<file path="config.mk">
export PLATFORM = sky130hd
export DESIGN_NAME = frac_n_div_ctrl
export DESIGN_NICKNAME = d
export VERILOG_FILES = /design/src/rtl/frac_n_pkg.sv /design/src/rtl/frac_n_div_ctrl.sv
export SDC_FILE = /design/constraint.sdc
export NUM_CORES = 1
export LEC_CHECK = 0
export BUFFER_PORTS_ARGS = -buffer_cell sky130_fd_sc_hd__buf_2
export CORE_MARGIN = 10
export CORE_UTILIZATION = 35
export DETAILED_ROUTE_END_ITERATION = 16
export GPL_TIMING_DRIVEN = 0
export SETUP_SLACK_MARGIN = 0.1
export SLEW_MARGIN = 10
export SYNTH_ARGS = -nofsm -noshare
export SYNTH_HDL_FRONTEND = slang
export SYNTH_SLANG_ARGS = --single-unit
</file>
<file path="constraint.sdc">
create_clock -name i_clk -period 4.65 [get_ports i_clk]
set_input_delay 0.2325 -clock i_clk [delete_from_list [all_inputs] [get_ports i_clk]]
set_output_delay 0.2325 -clock i_clk [all_outputs]
set_load 0.1 [all_outputs]
</file>
<file path="src/rtl/frac_n_pkg.sv">
// Shared definitions for the fractional-N divider control path.
// FSM state constants and the divide-ratio clamp used by the divider and
// by MASH-adjacent blocks that need the same legal-ratio rule.
package frac_n_pkg;

  localparam logic [0:0] ST_IDLE = 1'b0;
  localparam logic [0:0] ST_RUN  = 1'b1;

  // Clamp a signed raw ratio into [n_min, 2^width_n-1].
  function automatic int frac_n_clamp(input int raw, input int width_n, input int n_min);
    int n_max;
    n_max = (1 << width_n) - 1;
    if (raw < n_min) begin
      return n_min;
    end else if (raw > n_max) begin
      return n_max;
    end
    return raw;
  endfunction

  // True when the raw ratio falls outside the legal range.
  function automatic logic frac_n_clamped(input int raw, input int width_n, input int n_min);
    int n_max;
    n_max = (1 << width_n) - 1;
    return (raw < n_min) || (raw > n_max);
  endfunction

endpackage

</file>
<file path="src/rtl/frac_n_div_ctrl.sv">
// Fractional-N divide-by-N controller.
// Each output period lasts clamp(n_int + mash_in) input clocks; div_out is
// high for ceil(R/2) cycles and low for floor(R/2). Periods run back to back
// while enabled; dropping enable lets the current period finish.
// Optional sticky clamp indicator: define FRAC_N_DIV_CLAMP_FLAG_EN.
// Handshake: none; n_int/mash_in are level inputs sampled only on the load
// edge that starts a period (count==0 in RUN with enable high).
module frac_n_div_ctrl
  import frac_n_pkg::*;
#(
  parameter int WIDTH_N = 8,
  parameter int ORDER   = 3,
  parameter int N_MIN   = 4
) (
  input  logic               i_clk,
  input  logic               i_rst_n,
  input  logic               i_enable,
  input  logic [WIDTH_N-1:0] i_n_int,
  input  logic [ORDER-1:0]   i_mash_in,
`ifdef FRAC_N_DIV_CLAMP_FLAG_EN
  input  logic               i_clamp_clr,
  output logic               o_clamp_flag,
`endif
  output logic               o_div_out,
  output logic               o_div_pulse,
  output logic [WIDTH_N-1:0] o_ratio_cur,
  output logic [0:0]         o_dbg_state
);

  localparam logic [WIDTH_N-1:0] ONE = {{(WIDTH_N-1){1'b0}}, 1'b1};

  logic [0:0]         r_state;
  logic [WIDTH_N-1:0] r_count;
  logic [WIDTH_N-1:0] r_hi_len;
  logic [WIDTH_N-1:0] r_ratio_cur;
  logic               r_div_out;
  logic               r_div_pulse;

  logic signed [WIDTH_N+1:0] w_raw;
  logic signed [31:0]        w_raw_int;
  logic [WIDTH_N-1:0]        w_ratio;
  logic [WIDTH_N-1:0]        w_hi_len;
  logic [WIDTH_N-1:0]        w_elapsed_next;
  logic                      w_clamped;
  logic                      w_load;

  // Offset is sign-extended, n_int zero-extended, two guard bits avoid overflow.
  assign w_raw = $signed({2'b00, i_n_int})
               + $signed({{(WIDTH_N+2-ORDER){i_mash_in[ORDER-1]}}, i_mash_in});
  assign w_raw_int = {{(32-WIDTH_N-2){w_raw[WIDTH_N+1]}}, w_raw};

  assign w_ratio   = WIDTH_N'(frac_n_clamp(w_raw_int, WIDTH_N, N_MIN));
  assign w_clamped = frac_n_clamped(w_raw_int, WIDTH_N, N_MIN);
  // ceil(R/2) without needing an extra bit for R+1.
  assign w_hi_len  = (w_ratio >> 1) + {{(WIDTH_N-1){1'b0}}, w_ratio[0]};
  // Cycle index within the period that the next edge enters.
  assign w_elapsed_next = r_ratio_cur - r_count;
  assign w_load = (r_state == ST_RUN) && (r_count == '0) && i_enable;

  // Main FSM: idle hold, period load, countdown with duty-cycle shaping.
  always_ff @(posedge i_clk or negedge i_rst_n) begin
    if (!i_rst_n) begin
      r_state     <= ST_IDLE;
      r_count     <= '0;
      r_hi_len    <= '0;
      r_ratio_cur <= '0;
      r_div_out   <= 1'b0;
      r_div_pulse <= 1'b0;
    end else begin
      case (r_state)
        ST_IDLE: begin
          r_count     <= '0;
          r_div_out   <= 1'b0;
          r_div_pulse <= 1'b0;
          if (i_enable) begin
            r_state <= ST_RUN;
          end
        end
        ST_RUN: begin
          if (r_count == '0) begin
            if (i_enable) begin
              r_ratio_cur <= w_ratio;
              r_count     <= w_ratio - ONE;
              r_hi_len    <= w_hi_len;
              r_div_pulse <= 1'b1;
              r_div_out   <= 1'b1;
            end else begin
              r_state     <= ST_IDLE;
              r_div_pulse <= 1'b0;
              r_div_out   <= 1'b0;
            end
          end else begin
            r_count     <= r_count - ONE;
            r_div_pulse <= 1'b0;
            r_div_out   <= (w_elapsed_next < r_hi_len);
          end
        end
        default: begin
          r_state <= ST_IDLE;
        end
      endcase
    end
  end

`ifdef FRAC_N_DIV_CLAMP_FLAG_EN
  logic r_clamp_flag;

  // Sticky clamp indicator; a clamp on the clearing edge keeps it set.
  always_ff @(posedge i_clk or negedge i_rst_n) begin
    if (!i_rst_n) begin
      r_clamp_flag <= 1'b0;
    end else if (w_load && w_clamped) begin
      r_clamp_flag <= 1'b1;
    end else if (i_clamp_clr) begin
      r_clamp_flag <= 1'b0;
    end
  end

  assign o_clamp_flag = r_clamp_flag;
`else
  logic w_unused_clamp;
  assign w_unused_clamp = w_clamped;
`endif

  assign o_div_out   = r_div_out;
  assign o_div_pulse = r_div_pulse;
  assign o_ratio_cur = r_ratio_cur;
  assign o_dbg_state = r_state;

endmodule

</file>
# [After elaboration in Yosys (flattened, before gate mapping)]
# Index checks and enable logic that the tools add are counted.
[classes] eq_ne=1 order_cmp=3 muxes=15 addsub=5 reduce_logical=2 bitwise_logic=1
[ops] op="8-bit 2-to-1 mux" n=5
[ops] op="8-bit one-hot mux with 2 select lines" n=1
[ops] op="8-bit by 1-bit subtractor with 8-bit output, second input constant" n=2
[ops] op="9-bit by 3-bit adder with 10-bit output" n=1
[ops] op="10-bit by 9-bit > comparator with 1-bit output, second input constant" n=1
[ops] op="10-bit by 4-bit < comparator with 1-bit output, second input constant" n=1
[ops] op="7-bit by 1-bit adder with 8-bit output" n=1
[ops] op="8-bit logical NOT" n=1
[ops] op="8-bit < comparator" n=1
[ops] op="8-bit subtractor" n=1
[ops] op="1-bit 2-to-1 mux" n=6
[ops] op="1-bit one-hot mux with 2 select lines" n=3
[ops] op="3-bit inequality test, second input constant" n=1
[ops] op="3-bit AND reduction" n=1
[ops] op="1-bit inverter" n=1
[totals] input_bits=14 word_cells=33 reg_bits=27 out_inout_bits=11

# [Depth between registers and ports, before layout]
[depth] word_depth=9 depth_mapped=15 depth_no_buf=14

# [Least setup slack after synthesis]
# No wires, ideal clock.
[synth_timing] path_kind="flip-flop to flip-flop" start="register r_ratio_cur[0] (netlist: o_ratio_cur[0])" end="register r_div_out (netlist: o_div_out)" setup_time_ps=96 n_path_buf=0 arrival_time_ps=3205 stages_incl_launch_ff=14 period_less_slack_ps=3301 slack_ps=1349 t_required_ps=4554 path_cell_list="dfrtp_1 -> inv_1 -> ha_1 -> inv_1 -> fa_1 -> ha_1 -> a21boi_0 -> o21a_1 -> o21a_1 -> o21a_1 -> o21a_1 -> o21a_1 -> o21a_1 -> o31ai_1"
[synth_via] elab_chain_cells=4
[synth_rtl] element="start: declaration" line_no="frac_n_div_ctrl.sv:35" source="logic [WIDTH_N-1:0] r_ratio_cur;"
[synth_rtl] element="start signal: assignment" line_no="frac_n_div_ctrl.sv:82" source="r_ratio_cur <= w_ratio;"
[synth_rtl] element="8-bit subtractor" line_no="frac_n_div_ctrl.sv:57" source="assign w_elapsed_next = r_ratio_cur - r_count;"
[synth_rtl] element="8-bit < comparator" line_no="frac_n_div_ctrl.sv:95" source="r_div_out <= (w_elapsed_next < r_hi_len);"
[synth_rtl] element="1-bit 2-to-1 mux" line_no="frac_n_div_ctrl.sv:80" source="if (r_count == '0) begin"
[synth_rtl] element="1-bit one-hot mux with 2 select lines" line_no="frac_n_div_ctrl.sv:70" source="case (r_state)"
[synth_rtl] element="end signal: assignment" line_no="frac_n_div_ctrl.sv:95"
[synth_rtl] element="end: declaration" line_no="frac_n_div_ctrl.sv:36" source="logic r_div_out;"
# No other way between the ends.
# A chain may end at the register's enable or synchronous reset.

# [Worst setup path in the final report]
[layout_timing] start="input i_n_int[0]" end="register r_hi_len[6]"
[layout_via] elab_chain_cells=6 elab_cells_between_ends=9 classes_between="2 x add/sub; 2 x order compare; 5 x mux"
[layout_rtl] element="start: declaration" line_no="frac_n_div_ctrl.sv:18" source="input logic [WIDTH_N-1:0] i_n_int,"
[layout_rtl] element="9-bit by 3-bit adder with 10-bit output *" line_no="frac_n_div_ctrl.sv:49" source="+ $signed({{(WIDTH_N+2-ORDER){i_mash_in[ORDER-1]}}, i_mash_in});"
[layout_rtl] element="10-bit by 9-bit > comparator with 1-bit output"
[layout_rtl] element="8-bit 2-to-1 mux or 1-bit 2-to-1 mux (tied branches)" line_no="frac_n_pkg.sv:15" source="end else if (raw > n_max) begin"
[layout_rtl] element="8-bit 2-to-1 mux or 1-bit 2-to-1 mux (tied branches)" line_no="frac_n_pkg.sv:13" source="if (raw < n_min) begin"
[layout_rtl] element="8-bit 2-to-1 mux *" line_no="frac_n_pkg.sv:18" source="return raw;"
[layout_rtl] element="net w_ratio[1]" line_no="frac_n_div_ctrl.sv:41" source="logic [WIDTH_N-1:0] w_ratio;"
[layout_rtl] element="7-bit by 1-bit adder with 8-bit output *" line_no="frac_n_div_ctrl.sv:55" source="assign w_hi_len = (w_ratio >> 1) + {{(WIDTH_N-1){1'b0}}, w_ratio[0]};"
[layout_rtl] element="end signal: assignment" line_no="frac_n_div_ctrl.sv:84" source="r_hi_len <= w_hi_len;"
[layout_rtl] element="end: declaration" line_no="frac_n_div_ctrl.sv:34" source="logic [WIDTH_N-1:0] r_hi_len;"
# The timed path passes the listed nets; every way through them passes the cells marked *.

==> results by group <==
GRT
  – Pin count of the biggest net entering global routing: 28
  – First-pass GRT wire length: 9390 microns
  – Total grt overflow: 0
  – Initial antenna violation count: 0
  – Vias in the first global route: 1977
  – Gr usage total: 0.1088

Layout
  – Fin cells: 381
  – Synthesis-to-finish area growth: 11.46%
  – Design Area, Final: 2640 sq um
  – Share of layout cells above drive strength 1: 0.1447
  – # diodes: 0
  – Util after Layout: 0.4088
  – Fin nets: 347

Floorplan
  – Core area: 6459 sq um
  – # rows: 29
  – Die W: 102.3 microns
  – Starting density of the core: 0.3667
  – Die height: 102.3 microns
  – Total I/O pin count: 25
  – Die area: 10460 sq um

Yosys
  – Mapped Cells: 275
  – FF+latch count, synth: 27
  – Top FF cell, synth: dfrtp_1
  – Sequential-to-total area share from yosys stat: 0.2853
  – Syn_nets: 317
  – EDFF count, synth: 0
  – Synth unique cells: 59
  – Yosys warnings: 0
  – Ys async rst share: 1.000
  – Mapped Avg Cell Area: 8.613 sq um
  – Synth Cell Area: 2369 sq um

Timing
  – Clk_skew: 0.004855 ns
  – Count of final setup violators: 0
  – Peak Freq: 312.3 MHz
  – Worst Hold Margin: 0.2035 ns
  – Sum of negative setup slack: 0 ns
  – PnR worst setup slack: 1.448 ns
  – Fin. Hold Viols: 0
  – Final Cycle Share: 0.6886
  – Final min period: 3.202 ns
  – RSZ-0062 raised after global routing: false
  – Actual slew at the worst max-slew pin: 1.037 ns
  – Max-Slew Margin vs Limit: 0.2980
  – Slew Limit Fails: 0

Clock tree
  – Clock Latency Late Sink: 0.27 ns
  – CTS tree: yes
  – Clock sink count: 27
  – Number of setup buffers added after CTS: 0
  – Root Driver: clkbuf_8
  – CTS clock-pin slew for the worst setup and hold paths: 0.10 ns
  – H-Tree Depth: 1
  – Clock Path Buffers: 2
  – TritonCTS buffer count: 3
  – Resize count post-CTS: 0
  – Post-CTS Hold Buffers: 1

Pwr
  – Power Total: 1.866 mW
  – Leakage: 1.244 nW
  – VDD IR max: 0.2300 mV
  – PwrDens: 707.0 nW/um^2

Route
  – Via Count: 2017
  – Avg WL per Cell: 14.44 microns
  – DRT Wirelength: 5501 microns
  – Initial DRC count: 72
  – DRT Pass-1 Iters: 4
  – Remaining antenna violation count after routing: 0
  – Drt drc: 0
  – Via density: 5.294

Worst setup path
  – Crit path launch type: input pin
  – Crit-path max FO: 7
  – Worst EP arrival: 3.40 ns
  – Crit end category: flop
  – Critical Path RT: 4.85 ns
  – Crit path kind: input pin to flop

Placed design
  – Setup WS pre-CTS: 1.159 ns
  – Inst Count DP: 376
  – GP Congestion: 0.8861
  – Dpl hpwl: 4484 microns
  – Dpl cell area: 2585 sq um
  – PortBufs: 24

Run
  – Max-Cap Viols: 0

Run status
  – Status: finished, final reports clean

Worst hold path
  – Worst hold path type: input pin to flop
cells in the mapped netlist, types with 4 or more instances:
cell type / count / area share
o21ai_0: 14 / 0.030
inv_1: 23 / 0.036
a21oi_1: 13 / 0.027
xnor2_1: 7 / 0.026
a21o_1: 6 / 0.019
nor3_1: 5 / 0.011
o21ai_1: 5 / 0.011
nand2b_1: 4 / 0.011
xor2_1: 9 / 0.033
o21a_1: 10 / 0.032
ha_1: 26 / 0.14
nand3_1: 6 / 0.013
nor2_1: 21 / 0.033
dfrtp_1: 27 / 0.29
nand2_1: 31 / 0.049
where the power goes:
group	switching, mW	internal (mW)
registers	0.0830	0.340
logic	0.814	0.496
clock network	0.0731	0.0613
total	0.970	0.897
path summary, 6_finish.rpt:
| kind | startpoint | to | slack, ns | depth (start not counted) |
|---|---|---|---|---|
| worst max-delay path | i_n_int[0] | r_hi_len[6] | 1.45 | 16 |
| worst min-delay path | i_enable | o_dbg_state | 0.20 | 2 |
| worst max register to register | r_count[0] | o_div_out | 1.86 | 12 |
| worst min register to register | r_hi_len[0] | r_hi_len[0] | 0.48 | 2 |
| max in group asynchronous | i_rst_n | o_ratio_cur[3] | 3.75 | 2 |
| min in group asynchronous | i_rst_n | o_div_out | 0.50 | 2 |
flip-flops by register name, indices dropped and copies added, names as in the netlist:
| name | flops |
|---|---|
| o_ratio_cur | 8 |
| r_count | 8 |
| r_hi_len | 8 |
| o_dbg_state | 1 |
| o_div_out | 1 |
| o_div_pulse | 1 |
per-layer routing:
layer  part of all wire  global-route usage  routed length, microns
met4             0.0073             0.02711                      40
met1               0.50              0.1430                    2748
met2               0.46              0.1822                    2557
met5                  0                   0                       0
met3              0.028             0.01619                     155
critical path, cell delays in order:
cell and delay, ns:
buf_2 0.08, ha_1 0.20, inv_1 0.07, fa_1 0.40, nand2b_1 0.20, a21oi_2 0.18
o31ai_2 0.11, mux2_4 0.34, or2_0 0.19, buf_2 0.16, o21ai_0 0.21, ha_1 0.29
ha_1 0.21, o2111ai_1 0.16, xor2_1 0.22, o21ai_1 0.14
kinds of logic (layout without fill, tap and decap cells):
logic type | count (synthesis) | after routing | synth area share
DFF | 27 | 27 | 0.2853
muxes | 2 | 2 | 0.01109
AOI/OAI and AO/OA | 89 | 89 | 0.2789
buffers and inverters | 31 | 60 | 0.05071
and+or+nand+nor | 82 | 82 | 0.1606
adders and majority gates | 28 | 28 | 0.1543
xor gates and xnor gates | 16 | 16 | 0.05917
placed cells by master, fill, tap and decap left out, types with 2 or more instances in the layout:
cell type and instances:
buf_1 2, dfrtp_1 27, a31oi_1 3, nor2b_1 2, o21a_1 10, and3_1 2
o21ai_0 14, a21oi_1 13, a211oi_1 2, nor2_1 21, o2111ai_1 2, clkbuf_8 3
a21boi_0 3, o21ba_2 2, inv_1 23, o211ai_1 3, a21o_1 6, nand3_1 6
clkbuf_1 3, o22ai_1 2, nand2b_1 4, ha_1 26, nor3_1 5, o21bai_1 3
o211a_1 2, nand2_1 31, o31ai_1 2, xnor2_1 7, buf_2 27, o21ai_1 5
xor2_1 9, nand4_1 2, fa_1 2, a41oi_1 3
final cells by class:
| cell class | instances | area (sq um) |
|---|---|---|
| multi-input combinational | 217 | 1573 |
| tap | 77 | 96.34 |
| fill | 702 | 3819 |
| inverter | 24 | 90.09 |
| buffer | 7 | 30.03 |
| timing repair buffer | 25 | 130.1 |
| clock buffer | 4 | 45.04 |
| sequential | 27 | 675.6 |
(Power assumes the default switching activity.)
